$ cat src/rtl/dsp_pkg.sv
// Shared DSP types and defaults: trigger FSM states, default sample geometry and
// the lane-index width helper used by the slope trigger.
package dsp_pkg;

  localparam int unsigned DefaultSampleWidth     = 16;
  localparam int unsigned DefaultParallelSamples = 2;

  typedef enum logic [1:0] {
    IDLE,
    ARMED,
    HOLDOFF,
    REARM
  } trigger_state_t;

  // A single-lane bus still carries a 1-bit lane index.
  function automatic int unsigned lane_idx_width(input int unsigned lanes);
    return (lanes > 1) ? $clog2(lanes) : 1;
  endfunction

endpackage

$ cat src/rtl/axis_slope_trigger_if.sv
// AXI-Stream style valid/ready/data bundle with master and slave views.
interface Axis_If #(
  parameter int unsigned DATA_WIDTH = dsp_pkg::DefaultSampleWidth * dsp_pkg::DefaultParallelSamples
);
  logic                  valid;
  logic                  ready;
  logic [DATA_WIDTH-1:0] data;

  modport master (output valid, output data, input ready);
  modport slave  (input valid, input data, output ready);
endinterface

$ cat src/rtl/lane_priority_encoder.sv
// Reduces a per-lane hit vector to an any-hit flag and the lowest hitting lane index.
module lane_priority_encoder
  import dsp_pkg::*;
#(
  parameter int unsigned Lanes    = DefaultParallelSamples,
  parameter int unsigned IdxWidth = lane_idx_width(Lanes)
) (
  input  logic [Lanes-1:0]    hits_i,
  output logic                any_o,
  output logic [IdxWidth-1:0] idx_o
);

  always_comb begin
    any_o = |hits_i;
    idx_o = '0;
    // Walk downwards so the earliest (lowest) lane wins.
    for (int i = int'(Lanes) - 1; i >= 0; i--) begin
      if (hits_i[i]) idx_o = IdxWidth'(i);
    end
  end

endmodule

$ cat src/rtl/axis_slope_trigger.sv
// Hysteresis/holdoff trigger on a differentiated sample stream, one-beat pass-through.
// Define AXIS_SLOPE_TRIGGER_COUNT_EN to implement the saturating trigger_count.
module axis_slope_trigger
  import dsp_pkg::*;
#(
  parameter int unsigned SAMPLE_WIDTH     = DefaultSampleWidth,
  parameter int unsigned PARALLEL_SAMPLES = DefaultParallelSamples,
  parameter int unsigned HOLDOFF_WIDTH    = 16,
  localparam int unsigned LaneWidth       = lane_idx_width(PARALLEL_SAMPLES)
) (
  input  logic                     clk,
  input  logic                     reset_n,
  Axis_If.slave                    data_in,
  Axis_If.master                   data_out,
  input  logic                     enable,
  input  logic [SAMPLE_WIDTH-1:0]  thresh_high,
  input  logic [SAMPLE_WIDTH-1:0]  thresh_low,
  input  logic [HOLDOFF_WIDTH-1:0] holdoff,
  output logic                     trigger,
  output logic [LaneWidth-1:0]     trigger_lane,
  output logic [31:0]              trigger_count
);

  localparam int unsigned DataWidth = SAMPLE_WIDTH * PARALLEL_SAMPLES;

  trigger_state_t             state_q, state_d;
  logic [HOLDOFF_WIDTH-1:0]   hcnt_q, hcnt_d;
  logic                       out_valid_q;
  logic [DataWidth-1:0]       out_data_q;
  logic                       trig_q;
  logic [LaneWidth-1:0]       lane_q;
  logic                       accept;
  logic                       fire;
  logic [PARALLEL_SAMPLES-1:0] above_high;
  logic [PARALLEL_SAMPLES-1:0] below_low;
  logic                       any_hit;
  logic [LaneWidth-1:0]       hit_lane;

  assign data_in.ready  = data_out.ready || !out_valid_q;
  assign accept         = data_in.valid && data_in.ready;
  assign data_out.valid = out_valid_q;
  assign data_out.data  = out_data_q;
  assign trigger        = trig_q;
  assign trigger_lane   = lane_q;

  always_comb begin
    above_high = '0;
    below_low  = '0;
    for (int i = 0; i < int'(PARALLEL_SAMPLES); i++) begin
      above_high[i] = $signed(data_in.data[i*SAMPLE_WIDTH +: SAMPLE_WIDTH]) > $signed(thresh_high);
      below_low[i]  = $signed(data_in.data[i*SAMPLE_WIDTH +: SAMPLE_WIDTH]) < $signed(thresh_low);
    end
  end

  lane_priority_encoder #(
    .Lanes    (PARALLEL_SAMPLES),
    .IdxWidth (LaneWidth)
  ) u_lane_enc (
    .hits_i (above_high),
    .any_o  (any_hit),
    .idx_o  (hit_lane)
  );

  always_comb begin
    state_d = state_q;
    hcnt_d  = hcnt_q;
    fire    = 1'b0;
    if (accept) begin
      if (!enable) begin
        state_d = IDLE;
        hcnt_d  = '0;
      end else begin
        case (state_q)
          IDLE:  state_d = REARM;
          ARMED: begin
            if (any_hit) begin
              fire    = 1'b1;
              hcnt_d  = holdoff;
              state_d = (holdoff == '0) ? REARM : HOLDOFF;
            end
          end
          HOLDOFF: begin
            if (hcnt_q <= HOLDOFF_WIDTH'(1)) begin
              hcnt_d  = '0;
              state_d = REARM;
            end else begin
              hcnt_d = hcnt_q - HOLDOFF_WIDTH'(1);
            end
          end
          REARM: if (&below_low) state_d = ARMED;
          default: state_d = IDLE;
        endcase
      end
    end
  end

  always_ff @(posedge clk or negedge reset_n) begin
    if (!reset_n) begin
      state_q <= IDLE;
      hcnt_q  <= '0;
    end else begin
      state_q <= state_d;
      hcnt_q  <= hcnt_d;
    end
  end

  // Trigger flags travel in the same register slot as the beat they describe.
  always_ff @(posedge clk or negedge reset_n) begin
    if (!reset_n) begin
      out_valid_q <= 1'b0;
      out_data_q  <= '0;
      trig_q      <= 1'b0;
      lane_q      <= '0;
    end else if (accept) begin
      out_valid_q <= 1'b1;
      out_data_q  <= data_in.data;
      trig_q      <= fire;
      lane_q      <= fire ? hit_lane : '0;
    end else if (data_out.ready) begin
      out_valid_q <= 1'b0;
      trig_q      <= 1'b0;
      lane_q      <= '0;
    end
  end

`ifdef AXIS_SLOPE_TRIGGER_COUNT_EN
  logic [31:0] count_q;

  always_ff @(posedge clk or negedge reset_n) begin
    if (!reset_n) begin
      count_q <= '0;
    end else if (fire && (count_q != '1)) begin
      count_q <= count_q + 32'd1;
    end
  end

  assign trigger_count = count_q;
`else
  assign trigger_count = '0;
`endif

endmodule

$ cat src/flat_wrapper.sv
// flat-port wrapper written by rule: the top's interface ports become plain ports
module axis_slope_trigger_flat import dsp_pkg::*;
#(
  parameter int unsigned SAMPLE_WIDTH     = DefaultSampleWidth,
  parameter int unsigned PARALLEL_SAMPLES = DefaultParallelSamples,
  parameter int unsigned HOLDOFF_WIDTH    = 16,
  localparam int unsigned LaneWidth       = lane_idx_width(PARALLEL_SAMPLES)
)
  (clk, reset_n, enable, thresh_high, thresh_low, holdoff, trigger, trigger_lane, trigger_count, data_in_valid, data_in_data, data_in_ready, data_out_valid, data_out_data, data_out_ready);
  Axis_If #(.DATA_WIDTH(32)) data_in_i ();
  Axis_If #(.DATA_WIDTH(32)) data_out_i ();
  input  logic clk;
  input  logic reset_n;
  input  logic enable;
  input  logic [SAMPLE_WIDTH-1:0] thresh_high;
  input  logic [SAMPLE_WIDTH-1:0] thresh_low;
  input  logic [HOLDOFF_WIDTH-1:0] holdoff;
  output logic trigger;
  output logic [LaneWidth-1:0] trigger_lane;
  output logic [31:0] trigger_count;
  input wire logic [$bits(data_in_i.valid)-1:0] data_in_valid;
  input wire logic [$bits(data_in_i.data)-1:0] data_in_data;
  output wire logic [$bits(data_in_i.ready)-1:0] data_in_ready;
  output wire logic [$bits(data_out_i.valid)-1:0] data_out_valid;
  output wire logic [$bits(data_out_i.data)-1:0] data_out_data;
  input wire logic [$bits(data_out_i.ready)-1:0] data_out_ready;
  assign data_in_i.valid = data_in_valid;
  assign data_in_i.data = data_in_data;
  assign data_in_ready = data_in_i.ready;
  assign data_out_valid = data_out_i.valid;
  assign data_out_data = data_out_i.data;
  assign data_out_i.ready = data_out_ready;
  axis_slope_trigger #(.SAMPLE_WIDTH(SAMPLE_WIDTH), .PARALLEL_SAMPLES(PARALLEL_SAMPLES), .HOLDOFF_WIDTH(HOLDOFF_WIDTH)) u_core (.clk(clk), .reset_n(reset_n), .data_in(data_in_i), .data_out(data_out_i), .enable(enable), .thresh_high(thresh_high), .thresh_low(thresh_low), .holdoff(holdoff), .trigger(trigger), .trigger_lane(trigger_lane), .trigger_count(trigger_count));
endmodule
$ cat config.mk
export PLATFORM = sky130hd
export DESIGN_NAME = axis_slope_trigger_flat
export DESIGN_NICKNAME = d
export VERILOG_FILES = /design/src/rtl/dsp_pkg.sv /design/src/rtl/axis_slope_trigger_if.sv /design/src/rtl/lane_priority_encoder.sv /design/src/rtl/axis_slope_trigger.sv /design/src/flat_wrapper.sv
export SDC_FILE = /design/constraint.sdc
export NUM_CORES = 1
export LEC_CHECK = 0
export BUFFER_PORTS_ARGS = -buffer_cell sky130_fd_sc_hd__buf_2
export CORE_AREA = 5 5 96 106
export CTS_CLUSTER_SIZE = 25
export DETAILED_ROUTE_END_ITERATION = 6
export DIE_AREA = 0 0 101 111
export MAX_ROUTING_LAYER = met4
export PLACE_DENSITY = 0.81
export SETUP_SLACK_MARGIN = 0.1
export SYNTH_ARGS = -nofsm -noshare
export SYNTH_HDL_FRONTEND = slang
export SYNTH_SLANG_ARGS = --single-unit
$ cat constraint.sdc
create_clock -name clk -period 4 [get_ports clk]
set_input_delay 0.6 -clock clk [delete_from_list [all_inputs] [get_ports clk]]
set_output_delay 0.6 -clock clk [all_outputs]
set_load 0.01 [all_outputs]
After elaboration in Yosys (flattened, before gate mapping)
Index checks and enable logic that the tools add are counted.
Storage, ports and cells
  flip-flop bits (word level): 53
  output and inout bits: 68
  word-level logic and storage cells: 50
Operators by class
  $lt $le $gt $ge: 5
  $add $sub $neg: 1
  equality and inequality tests: 7
  mux-type cells: 21
  reduce and logical (&&, ||, !) cells: 10
Operators by type and width (number)
  16-bit 2-to-1 mux: 3
  16-bit greater-than comparator: 2
  16-bit less-than comparator: 2
  16-bit case mux with 2 select lines: 1
  16-bit by 1-bit <= comparator with 1-bit output (second input constant): 1
  16-bit zero test: 1
  16-bit by 1-bit subtractor with 16-bit output (second input constant): 1
  1-bit 2-to-1 mux: 12
  3-bit by 2-bit != test with 1-bit output (second input constant): 3
  2-bit 2-to-1 mux: 4
  2-bit case mux with 4 select lines: 1
  2-bit equality test (second input constant): 2
  4-bit AND reduction: 1
  3-bit by 1-bit != test with 1-bit output (second input constant): 1
  3-bit AND reduction: 1
  2-bit by 1-bit equality test with 1-bit output (second input constant): 1
  2-bit zero test: 1
  2-bit AND reduction: 1
  2-bit nonzero test: 1
  2-bit OR reduction: 1
  1-bit logical AND: 1
  1-bit zero test: 1
  1-bit logical OR: 1

Depth between registers and ports, before layout
  depth after elaboration: 8
  depth in mapped cells: 10

Cells and area by module
From an unflattened synthesis, not the netlist that was laid out.
Unflattened totals
  cell total of the unflattened synthesis: 451
  area total of the unflattened synthesis: 4204.0 um^2
By module, submodules not included
  axis_slope_trigger: cells an instance 449, seq. area each 1326.3 um^2, instances 1, area each 4191.5 um^2
  lane_priority_encoder: cells an instance 2, seq. area each 0.0 um^2, instances 1, area each 12.5 um^2

Worst setup path after synthesis
No wires, ideal clock.
  path type: input port to flip-flop
  start point: input thresh_high[1]
  end point: register u_core.hcnt_q[15]
  path slack: 1.509 ns
  arrival: 2.362 ns
  library setup time: 0.129 ns
  path buffers: 1
  required time: 3.871 ns
  stages: 10
  cell sequence: inv_1 ha_1 nor2b_1 o211ai_1 a21boi_0 or4_4 o2bb2ai_4 nor2_4 buf_6 o22ai_1
Between the ends
  cells in the longest elaborated chain, start to end: 4
RTL lines
  start: declaration: line flat_wrapper.sv:15  | input logic [SAMPLE_WIDTH-1:0] thresh_high;
  16-bit greater-than comparator: line axis_slope_trigger.sv:50  | above_high[i] = $signed(data_in.data[i*SAMPLE_WIDTH +: SAMPLE_WIDTH]) > $signed(thresh_high);
  2-bit OR reduction *: line lane_priority_encoder.sv:14  | any_o = |hits_i;
  3-bit by 2-bit != test with 1-bit output (no source line) *
  3-bit AND reduction (no source line) *
  end signal: assignment: line axis_slope_trigger.sv:103  | hcnt_q <= hcnt_d;
  end: declaration: line axis_slope_trigger.sv:27  | logic [HOLDOFF_WIDTH-1:0] hcnt_q, hcnt_d;
Every way passes the cells marked *; elsewhere a longest branch is shown, timed or not.
A chain may end at the register's enable or synchronous reset.

Worst setup path after layout
  start point: input data_in_data[29]
  end point: register u_core.hcnt_q[0]
Between the ends
  cells in the longest elaborated chain, start to end: 4
RTL lines
  start: declaration: line flat_wrapper.sv:22  | input wire logic [$bits(data_in_i.data)-1:0] data_in_data;
  16-bit greater-than comparator: line axis_slope_trigger.sv:50
  2-bit OR reduction: line lane_priority_encoder.sv:14
  3-bit by 2-bit != test with 1-bit output (no source line)
  3-bit AND reduction (no source line)
Every way passes these cells.

==> summary.txt <==
STA
  – Crit share post-route: 65.9%
  – Fmax: 0.380 GHz
  – Worst Slack Setup Final: 1370 ps
  – Rel. slew slack: 31.7%
  – Hold WS: 299 ps
  – Final min period: 2630 ps
  – Final Setup Violations: 0
  – RSZ-0062 raised after global routing: no
  – Max Slew Vio Count: 0
  – Final hold violation count: 0
  – Clock Skews: 6.32 ps
  – Setup_tns: 0 ps
  – Actual slew at the worst max-slew pin: 1020 ps

Cells and area
  – Diodes inserted: 0
  – Post-Layout Cell Count: 740
  – Nets: 774
  – Fillers: 819
  – Synthesis-to-layout area growth: 16.1%
  – Ratio of cells with drive above 1 in the final layout: 22.5%
  – Final core occ: 55.9%
  – Reg area: 1330 µm²
  – Multi-input combinational cell area: 2590 µm²

Status
  – Status: completed

Global route
  – First-pass GRT wire length: 19400 µm
  – Grt total ovfl: 0
  – Largest net degree at the start of global routing: 40
  – Vias in the first global route: 4069
  – Initial antenna violation count: 0
  – GRT Total Usage: 21.9%

Place
  – Dpl cells: 732
  – RD Place Congestion: 0.922
  – Final HPWL from detailed placement: 9790 µm
  – Port Buffers: 120
  – Placement Setup Slack: 1070 ps

Power and ir drop
  – Worst vdd rail ir drop: 0.000148 V
  – Leak: 2.70 nW
  – Power Dens Cells: 392 nW/µm²

Synth
  – Mapped Area: 4270 µm²
  – Ys flop type: dfrtp_1
  – Syn Inst Count: 509
  – Synth area leader: dfrtp_1
  – Seq cells post-synth: 53
  – Commonest cells post-synth: nand2_1 (102), ha_1 (64), dfrtp_1 (53)
  – Synth top area share: 31.0%
  – Synth Area per Inst: 8.39 µm²
  – Warnings from Yosys: 0
  – Sequential-to-total area share from yosys stat: 31.0%
  – EDFF count, synth: 0
  – Synth unique cells: 52
  – Most frequent cell after synthesis: nand2_1
  – Largest cells by area after synthesis: dfrtp_1 (31%), ha_1 (19%), nand2_1 (9.0%), buf_4 (5.8%), inv_1 (3.9%)
  – Async set-reset flop share out of synthesis: 100%

Critical path
  – Crit-path max FO: 16
  – Top Family by Delay on Critical Path: simple AND/OR/NAND/NOR gates
  – Critical path's slowest cell: or4_4
  – Worst setup SP type: input pin
  – Critical setup path kind: in -> reg
  – CP bufs+invs: 1
  – Endpoint type of the worst setup path: flip-flop
  – Critical Path AT: 2870 ps
  – Worst Path Required: 4240 ps
  – Largest stage delay on the critical path: 560 ps
  – Critical path, cell by cell: buf_2 > ha_1 > nand4_1 > nor3_1 > a21boi_0 > or4_4 > o2bb2ai_4 > nor2_4 > mux2i_1

Clocking
  – Max clock buf depth: 2
  – Total setup buffers inserted after CTS: 0
  – Post-CTS Hold Buffers: 0
  – Clock slew at reported path FFs: 90 ps
  – Post_cts resized: 0
  – Root buf cell: clkbuf_8
  – Clock sink total: 53
  – Maximum level of the CTS H-tree: 2
  – Cts bufs inserted: 5
  – TritonCTS clock tree: built
  – Clock insertion delay at the later pin of the skew report: 320 ps

Worst hold path
  – Class of the worst hold path: in -> async

Flow run
  – Max-Cap Viols: 0

Route
  – Detailed Routing Iterations Pass 1: 5
  – DR iter-0 viols: 224
  – Routed via count: 3951
  – Vias per cell: 5.34
  – Final ANT Viol Nets: 0
  – DRC viols: 0
  – Total Wirelength: 11900 µm
  – WL/cell: 16.1 µm

Floorplanning
  – Ports: 153
  – Die H: 111 µm
  – Initial core utilization: 48.1%
  – Row count: 36
  – Die Area: 11200 µm²
  – Die width: 101 µm
  – Core box area: 8870 µm²
report_power, final:
| group | switching [mW] | internal, mW |
|---|---|---|
| Clock | 0.186 | 0.157 |
| Combinational | 0.516 | 0.322 |
| Sequential | 0.104 | 0.656 |
layer usage:
layer,GRT usage [%],vias to the layer above,routed length (µm)
met1,25.2,1807,4630
met4,6.65,0,253
met3,3.90,18,807
li1,-,1972,-
met2,38.3,154,6260
met5,-,-,0
per-stage QoR:
stage	cell area, µm²	power, mW
after floorplan	4390	1.36
after CTS	4960	1.95
after global placement	4860	1.57
after global routing	4960	2.08
after detailed placement	4860	1.60
final	4960	1.94
cell usage in the layout (no fill, tap or decap), types with 3 or more instances in the layout:
master | synthesis | final
a211oi_1 | 6 | 6
a21o_1 | 7 | 7
a21oi_1 | 29 | 29
a22oi_1 | 7 | 7
a31oi_1 | 3 | 3
a32oi_1 | 7 | 7
and4_1 | 3 | 3
buf_2 | 1 | 120
buf_4 | 33 | 4
clkbuf_8 | 0 | 7
conb_1 | 1 | 32
dfrtp_1 | 53 | 53
ha_1 | 64 | 64
inv_1 | 44 | 44
nand2_1 | 102 | 102
nand2b_1 | 5 | 5
nand3_1 | 10 | 10
nand4_1 | 12 | 12
nor2_1 | 22 | 22
nor2b_1 | 3 | 3
nor3_1 | 5 | 5
nor4_1 | 5 | 5
o211ai_1 | 4 | 4
o21ai_0 | 18 | 18
o21ai_1 | 7 | 7
o22ai_1 | 15 | 15
worst paths after layout:
path,from,to,slack (ps),depth (start not counted)
setup / recovery,data_in_data[29],u_core.hcnt_q[0],1370,9
max in group asynchronous,reset_n,u_core.data_out.data[27],2920,2
hold / removal,reset_n,u_core.hcnt_q[7],300,1
min in group clk,u_core.data_out.data[9],u_core.data_out.data[9],480,2
hold reg to reg,u_core.data_out.data[9],u_core.data_out.data[9],480,2
setup reg to reg,u_core.hcnt_q[4],u_core.hcnt_q[15],1550,7
flip-flops by register name, indices dropped and copies added, names as in the netlist:
register               cells
u_core.data_out.data      32
u_core.data_out.valid      1
u_core.hcnt_q             16
u_core.state_q             2
u_core.trigger             1
u_core.trigger_lane        1
cell families after synthesis:
family	after synthesis	share of synthesized area [%]
adder cells (fa/ha/maj)	64	18.7
AND/OR/NAND/NOR	180	20.2
flip-flops	53	31.0
multiplexers	2	0.469
other	1	0.0878
buffers and inverters	90	11.0
AO/OA/AOI/OAI	119	18.5
cell type report:
| type | count | share of cell area (%) |
|---|---|---|
| timing repair buffer | 124 | 12.7 |
| clock buffer | 7 | 1.94 |
| clock inverter | 1 | 0.101 |
| inverter | 44 | 3.33 |
| sequential | 53 | 26.8 |
| tap | 114 | 2.88 |
| multi-input combinational | 397 | 52.3 |
Power figures use the tool's default switching activity.
